===== config.mk =====
export PLATFORM = sky130hd
export DESIGN_NAME = stream_demux6
export DESIGN_NICKNAME = d
export VERILOG_FILES = /design/src/rtl/stream_demux_pkg.sv /design/src/rtl/demux_slot.sv /design/src/rtl/stream_demux6.sv
export SDC_FILE = /design/constraint.sdc
export NUM_CORES = 1
export LEC_CHECK = 0
export BUFFER_PORTS_ARGS = -buffer_cell sky130_fd_sc_hd__buf_2
export CAP_MARGIN = 15
export CORE_ASPECT_RATIO = 1.1
export CORE_UTILIZATION = 46
export DETAILED_ROUTE_END_ITERATION = 16
export PLACE_DENSITY = 0.75
export RECOVER_POWER = 25
export SYNTH_ARGS = -nofsm -noshare
export SYNTH_HDL_FRONTEND = slang
export SYNTH_SLANG_ARGS = --single-unit

===== constraint.sdc =====
create_clock -name clk -period 2.2 [get_ports clk]
set_input_delay 0.33 -clock clk [delete_from_list [all_inputs] [get_ports clk]]
set_output_delay 0.33 -clock clk [all_outputs]
set_load 0.1 [all_outputs]

===== src/rtl/stream_demux_pkg.sv =====
// Shared types and helpers for the 1-to-NCH stream demultiplexer.
// Holds channel-count defaults, slot state encoding and pointer wrap rule.
package stream_demux_pkg;

  localparam int NCH_DEFAULT   = 6;
  localparam int SEL_W_DEFAULT = 3;

  typedef enum logic {
    SLOT_EMPTY = 1'b0,
    SLOT_FULL  = 1'b1
  } slot_state_e;

  function automatic int clog2(input int n);
    int r;
    r = 0;
    while ((1 << r) < n) r++;
    return r;
  endfunction

  function automatic int rr_next(input int ptr, input int nch);
    return (ptr >= nch - 1) ? 0 : ptr + 1;
  endfunction

endpackage


===== src/rtl/demux_slot.sv =====
// One-entry EMPTY/FULL output buffer for a single demux channel.
// A drain and a load on the same edge keep the slot full with new data.
module demux_slot
  import stream_demux_pkg::*;
#(
  parameter int WIDTH = 8
) (
  input  logic             clk,
  input  logic             rst,
  input  logic             load,
  input  logic [WIDTH-1:0] data_in,
  output logic             out_valid,
  input  logic             out_ready,
  output logic [WIDTH-1:0] data_out,
  output logic             free
);

  slot_state_e      state_q, state_d;
  logic [WIDTH-1:0] data_q, data_d;

  always_comb begin
    state_d = state_q;
    data_d  = data_q;
    unique case (state_q)
      SLOT_EMPTY: begin
        if (load) begin
          state_d = SLOT_FULL;
          data_d  = data_in;
        end
      end
      SLOT_FULL: begin
        if (load) begin
          data_d = data_in;
        end else if (out_ready) begin
          state_d = SLOT_EMPTY;
        end
      end
      default: state_d = SLOT_EMPTY;
    endcase
  end

  always_ff @(posedge clk or posedge rst) begin
    if (rst) begin
      state_q <= SLOT_EMPTY;
      data_q  <= '0;
    end else begin
      state_q <= state_d;
      data_q  <= data_d;
    end
  end

  assign out_valid = (state_q == SLOT_FULL);
  assign data_out  = data_q;
  assign free      = (state_q == SLOT_EMPTY) | out_ready;

endmodule


===== src/rtl/stream_demux6.sv =====
// Top of the 1-to-6 stream demux: target decode, in_ready mux,
// round-robin pointer and the registered drop pulse.
module stream_demux6
  import stream_demux_pkg::*;
#(
  parameter int WIDTH = 8,
  parameter int NCH   = NCH_DEFAULT,
  parameter int SEL_W = clog2(NCH)
) (
  input  logic               clk,
  input  logic               rst,
  input  logic [WIDTH-1:0]   in_data,
  input  logic               in_valid,
  output logic               in_ready,
  input  logic [SEL_W-1:0]   in_sel,
  input  logic               rr_en,
  output logic [NCH*WIDTH-1:0] out_data,
  output logic [NCH-1:0]     out_valid,
  input  logic [NCH-1:0]     out_ready,
  output logic               drop,
  output logic [SEL_W-1:0]   rr_ptr
);

  logic [SEL_W-1:0] rr_ptr_q, rr_ptr_d;
  logic             drop_q, drop_d;
  logic [SEL_W-1:0] tgt;
  logic             in_range;
  logic             accept;
  logic             tgt_free;
  logic [NCH-1:0]   free;
  logic [NCH-1:0]   load;

  assign tgt      = rr_en ? rr_ptr_q : in_sel;
  assign in_range = (int'(tgt) < NCH);

  // Mux by comparison so an out-of-range tgt never indexes past free[].
  always_comb begin
    tgt_free = 1'b0;
    for (int k = 0; k < NCH; k++) begin
      if (tgt == SEL_W'(k)) tgt_free = free[k];
    end
  end

  assign in_ready = in_range ? tgt_free : 1'b1;
  assign accept   = in_valid & in_ready;

  always_comb begin
    load = '0;
    for (int k = 0; k < NCH; k++) begin
      load[k] = accept & in_range & (tgt == SEL_W'(k));
    end
  end

  always_comb begin
    rr_ptr_d = rr_ptr_q;
    if (accept && rr_en) begin
      rr_ptr_d = SEL_W'(rr_next(int'(rr_ptr_q), NCH));
    end
    drop_d = accept & ~in_range;
  end

  always_ff @(posedge clk or posedge rst) begin
    if (rst) begin
      rr_ptr_q <= '0;
      drop_q   <= 1'b0;
    end else begin
      rr_ptr_q <= rr_ptr_d;
      drop_q   <= drop_d;
    end
  end

  for (genvar k = 0; k < NCH; k++) begin : g_slot
    demux_slot #(
      .WIDTH(WIDTH)
    ) u_slot (
      .clk      (clk),
      .rst      (rst),
      .load     (load[k]),
      .data_in  (in_data),
      .out_valid(out_valid[k]),
      .out_ready(out_ready[k]),
      .data_out (out_data[k*WIDTH +: WIDTH]),
      .free     (free[k])
    );
  end

  assign drop   = drop_q;
  assign rr_ptr = rr_ptr_q;

endmodule


==> impl_metrics.ini, run 1 <==
[status]
status = finished, violations left
violations = setup timing

[synthesis]
synthArstFlopShare = 1.000
syn_inst = 179
synth-seq-area-share = 0.5428
yosys_warnings = 0
ys_ff_latch = 58
synth_edf_count = 0
syn_nets = 202
syn_area_sq_um = 2674
synth_area_per_cell_sq_um = 14.94
ys.flop_type = dfrtp_1
ys_types = 36

[layout]
layout_common_cells = buf_2 (78), dfrtp_1 (55), mux2_4 (33)
drive_above_1_share = 0.6589
n_antenna_cell = 0
stdcell_area_sq_um = 3645
seq_area_sq_um = 1455
final_common_cell = buf_2
syn_to_final_growth_pct = 36.31
nNetsFinal = 318
multiInputGateArea_sq_um = 1161
fillers = 416

[place]
place_area_sq_um = 3400
place_hpwl_mm = 4.405
gp_congestion = 0.7988
portBuffers = 79

[worst_setup_path]
reg2reg_to = g_slot[0].u_slot.data_out[2]
cp_top_family = simple AND/OR/NAND/NOR gates
cpMaxStageDelayCell = or4_4
ff2ff_path_depth = 8
path_buf_inv = 2
critPathLaunchType = register
crit_start = rr_ptr[1]
cp.arrival_ps = 2580
r2r-start = rr_ptr[1]
critPathRequiredTime_ps = 2420
path_max_fanout = 5
reg2reg_setup_slack_ps = -160
crit_path_end_kind = register
slowest_delay_ps = 510
crit_type = register to register
path_cells = buf_4, nor3b_4, nor2_2, o311ai_4, nor3_4, or4_4, buf_6, mux2_4

[worst_hold_path]
holdCritStartpoint = out_ready[2]
whs_endpoint = g_slot[2].u_slot.out_valid
holdCritPathClass = input pin to register
whs_path_depth = 2

[routing]
drtIter0Drc = 87
wl_per_cell_microns = 16.43
drc_errors = 0
avgViaCountPerCell = 4.968
wl_mm = 6.144
via_count = 1858
firstDrtPassIters = 6
final_antenna_net_count = 0

[sta]
tightest_slew_ps = 1210
finalClockSkew_ps = 5.578
fin_crit_ps = 2363
finalHoldViolCount = 0
setup_viol = 26
period_share = 1.074
clock.fmax_ghz = 0.4232
rsz0062_at_grt = yes
final-max-slew-violation-count = 0
setup_slack_ps = -162.9
max-slew-margin-rel = 0.1925

[cts]
cts_max_level = 3
cts_tree = built
cts_sinks = 58
ctsHoldBuffers = 0
clockBufferDepth = 2
clock_latency_ps = 330
clkTransAtPathRegs_ps = 70
numCtsBuffers = 9
cts_root_buf = clkbuf_8

[run]
drv_cap = 0

[grt]
grt_pass1_vias = 1889
grt_use_total = 0.2304
grt_pass1_wl_mm = 9.887
antenna_found_initial = 0
overflow = 0
grt_max_degree = 34

[floorplan]
dieArea_sq_um = 6122
die_h_microns = 81.96
initial_core_util = 0.4861
ios = 80
std_cell_rows = 28
die_x_microns = 74.69
core_sq_um = 5500
==> cell families (layout without fill, tap and decap cells) <==
| family | count (synthesis) | in the layout | synth area share |
|---|---|---|---|
| mux | 52 | 52 | 0.2691 |
| fa+ha+maj | 2 | 2 | 0.009357 |
| simple gates | 38 | 38 | 0.09640 |
| compound gates | 15 | 15 | 0.04586 |
| flops | 58 | 58 | 0.5428 |
| buf+inv | 14 | 134 | 0.03650 |
==> area by class of cell <==
type,instances,share of cell area
Clock buffer,9,0.03399
Clock inverter,6,0.01613
Inverter,5,0.005149
Multi-Input combinational cell,107,0.3186
Sequential cell,58,0.3992
Tap cell,75,0.02575
Timing Repair Buffer,114,0.2012
==> metal layers <==
layer / vias up / wire length, microns / GRT usage
met2: 59 / 3050 / 0.3541
met3: 6 / 285 / 0.08344
met5: - / 0 / 0
met4: 0 / 58 / 0.06415
met1: 928 / 2750 / 0.3065
li1: 865 / - / -
==> state kept, by name (all words and copies together) (netlist names) <==
| register | flops |
|---|---|
| g_slot.u_slot.data_out | 48 |
| g_slot.u_slot.out_valid | 6 |
| rr_ptr | 3 |
| drop | 1 |
==> repair_timing <==
action,4_1_cts,5_1_grt
gates resized for setup,14,1
cloned,1,0
pin swaps,6,1
buffers inserted,3,0
endpoints found under the setup margin,33,36
==> cells in the mapped netlist (all sizes together) (3+ instances only) <==
cell | number | area, sq um
dfrtp | 58 | 1451
inv | 5 | 18.77
a31o | 3 | 26.28
mux2 | 50 | 686.9
nor3b | 3 | 33.78
nand2 | 9 | 33.78
o21ai | 5 | 25.02
buf | 9 | 78.82
nor2 | 6 | 25.03
nand2b | 5 | 31.28
==> per-stage QoR <==
stage	setup slack [ps]	TNS (ps)	util	hold WS [ps]	cells
detailed placement	-192.5	-5687	0.6181	477.1	355
global route	-229.3	-5181	0.6626	213.3	374
finish	-162.9	-2590	0.6626	227.3	374
floorplan	-291.5	-9045	-	426.1	179
CTS	-160.7	-2400	0.6649	117.2	374
global placement	-167.8	-4414	0.6181	471.0	355
==> worst max-delay path by stage <==
stage	slack (ps)	depth (start not counted)	to
floorplan	-290	6	g_slot[0].u_slot.data_out[0]
global placement	-170	9	g_slot[3].u_slot.data_out[5]
detailed placement	-190	8	g_slot[0].u_slot.data_out[7]
CTS	-160	8	in_ready
global route	-230	8	g_slot[0].u_slot.data_out[7]
finish	-160	8	g_slot[0].u_slot.data_out[2]
Power of run 1 is not shown: default switching activity piles up to over one toggle a cycle in this logic, so the estimate is an artifact.
==> run 2, diff against run 1 <==
--- a/config.mk
+++ b/config.mk
@@ -5,6 +5,7 @@
 export SDC_FILE = /design/constraint.sdc
 export NUM_CORES = 1
 export LEC_CHECK = 0
+export ABC_AREA = 1
 export BUFFER_PORTS_ARGS = -buffer_cell sky130_fd_sc_hd__buf_2
 export CAP_MARGIN = 15
 export CORE_ASPECT_RATIO = 1.1
@@ -15,3 +16,4 @@
 export SYNTH_ARGS = -nofsm -noshare
 export SYNTH_HDL_FRONTEND = slang
 export SYNTH_SLANG_ARGS = --single-unit
+export TNS_END_PERCENT = 50
==> impl_metrics.ini, run 2 <==
[synthesis]
synth_top_cell_by_area = dfrtp_1
syn_inst = 302
synth-xor-area-share = 0.003195
synth_edf_count = 0
synth.most_common_cell = nand2_1
syn_area_sq_um = 2741
yosys_warnings = 0
synth_top_family_by_area = simple AND/OR/NAND/NOR gates
synth_area_leaders = dfrtp_1 (53%), nand2_1 (16%), nand4_1 (12%)
synth_common_cells = nand2_1 (115), dfrtp_1 (58), nand4_1 (51)
synth-seq-area-share = 0.5294
synth_compound_area_frac = 0.01506
ys_ff_latch = 58
synth_area_per_cell_sq_um = 9.077
synth.area.mux_share = 0
yosys.area.top_type_share = 0.5294
ys.flop_type = dfrtp_1
synthArstFlopShare = 1.000
synth_simple_gate_area_frac = 0.3720
synthAdderAreaFrac = 0.009128
syn_nets = 325
ys_types = 29

[layout]
final_cell_count_no_fill = 469
largest_reg_flops = 48
syn_to_final_growth_pct = 24.24
nNetsFinal = 410
layout_common_cells = nand2_1 (115), buf_2 (78), dfrtp_1 (55)
final_common_cell = nand2_1
drive_above_1_share = 0.3367
stdcell_area_sq_um = 3406
n_antenna_cell = 0

[cts]
cts_root_buf = clkbuf_8
cts_sinks = 58
numCtsBuffers = 9
cts_tree = built
clockBufferDepth = 2
cts_max_level = 3
clkTransAtPathRegs_ps = 70
clock_latency_ps = 340
ctsHoldBuffers = 0

[worst_setup_path]
crit_top_cell = nand2_2
critPathLaunchType = register
path_cells = inv_1, nand2_1, nand2_2, nand2_2, nor2_4, o21ai_1, nand4_2, buf_6, buf_12
cp.arrival_ps = 1790
reg2reg_setup_slack_ps = 200
crit_path_end_kind = output pin
crit_type = register to output pin
cp_top_family = simple AND/OR/NAND/NOR gates
cpMaxStageDelayCell = dfrtp_2
path_max_fanout = 6
path_buf_inv = 3
slowest_delay_ps = 430
critPathRequiredTime_ps = 1870

[routing]
via_count = 2422
firstDrtPassIters = 4
wl_per_cell_microns = 14.61
drtIter0Drc = 191
final_antenna_net_count = 0
drc_errors = 0
avgViaCountPerCell = 5.164
wl_mm = 6.853

[floorplan]
dieArea_sq_um = 6273
die_x_microns = 75.61
die_h_microns = 82.97
ios = 80
initial_core_util = 0.4752
std_cell_rows = 29
core_sq_um = 5769

[sta]
period_share = 0.9629
fin_hold_ws_ps = 169.1
clock.fmax_ghz = 0.4721
fin_tns_setup_ps = 0
final-max-slew-violation-count = 0
setup_viol = 0
finalClockSkew_ps = 9.130
tightest_slew_ps = 902.8
fin_crit_ps = 2118
max-slew-margin-rel = 0.3975
finalHoldViolCount = 0

[grt]
grt_max_degree = 37
grt_pass1_vias = 2233
overflow = 0
antenna_found_initial = 0
grt_pass1_wl_mm = 10.72
grt_use_total = 0.2343

[place]
place_hpwl_mm = 4.751
portBuffers = 79
place_area_sq_um = 3203
gp_congestion = 0.9104
dp.cells = 448

[worst_hold_path]
holdCritPathClass = input pin to async pin

[run]
drv_cap = 0

[status]
status = complete, no violations
-- run 2: changes by cell type after synthesis, sizes merged, moves of 5 or more --
cell,delta
nor2,+6
mux2,-50
nand2b,-5
clkbuf,+6
buf,+5
nand3,+9
nand2,+111
nand4,+50
inv,+8
-- run 2: area by class of cell --
type | instances | area (sq um)
Fill cell | 530 | 2364
Clock inverter | 3 | 15.01
Tap cell | 77 | 96.34
Clock buffer | 13 | 148.9
Sequential cell | 58 | 1455
Multi-Input combinational cell | 209 | 1105
Inverter | 15 | 61.31
Timing Repair Buffer | 94 | 524.3
-- run 2: path summary, 6_finish.rpt --
| check | cells after the start | endpoint | from |
|---|---|---|---|
| max reg2reg | 12 | g_slot[5].u_slot.data_out[6] | rr_ptr[1] |
| min reg2reg | 2 | g_slot[0].u_slot.data_out[6] | g_slot[0].u_slot.data_out[6] |
| max in group asynchronous | 3 | rr_ptr[0] | rst |
| min | 2 | g_slot[5].u_slot.data_out[5] | rst |
| min in group clk | 2 | g_slot[2].u_slot.out_valid | out_ready[2] |
| max | 9 | in_ready | rr_ptr[1] |
-- run 2: worst reg2reg max path, delay by kind of cell (launching register included) --
kind	cells	cell delay, ps
simple gates	8	890
compound gates	1	90
flops	1	430
buf+inv	3	490
-- run 2: routing by layer --
layer,part of all wire,vias to the layer above,track usage
li1,-,1191,-
met1,0.43,1122,0.3006
met2,0.49,89,0.3661
met3,0.049,20,0.04005
met4,0.035,0,0.1347
met5,0,-,0
-- run 2: stage by stage --
step,setup WS (ps),utilization
final,81.64,0.5903
after global routing,-20.49,0.5903
after CTS,15.97,0.5836
after detailed placement,181.9,0.5552
after global placement,236.5,0.5552
after floorplan,1.378,-
-- run 2: cell families (layout without fill, tap and decap cells) --
logic type,count (synthesis),after routing
compound gates,7,7
fa+ha+maj,2,2
buf+inv,35,125
simple gates,199,199
flops,58,58
xor+xnor,1,1
-- run 2: timing repair --
item	4_1_cts	5_1_grt
buffers inserted	0	5
hold endpoints to repair	0	0
resized for setup	0	5
setup endpoints to repair	0	1
Power of run 2 is left out for the same reason.
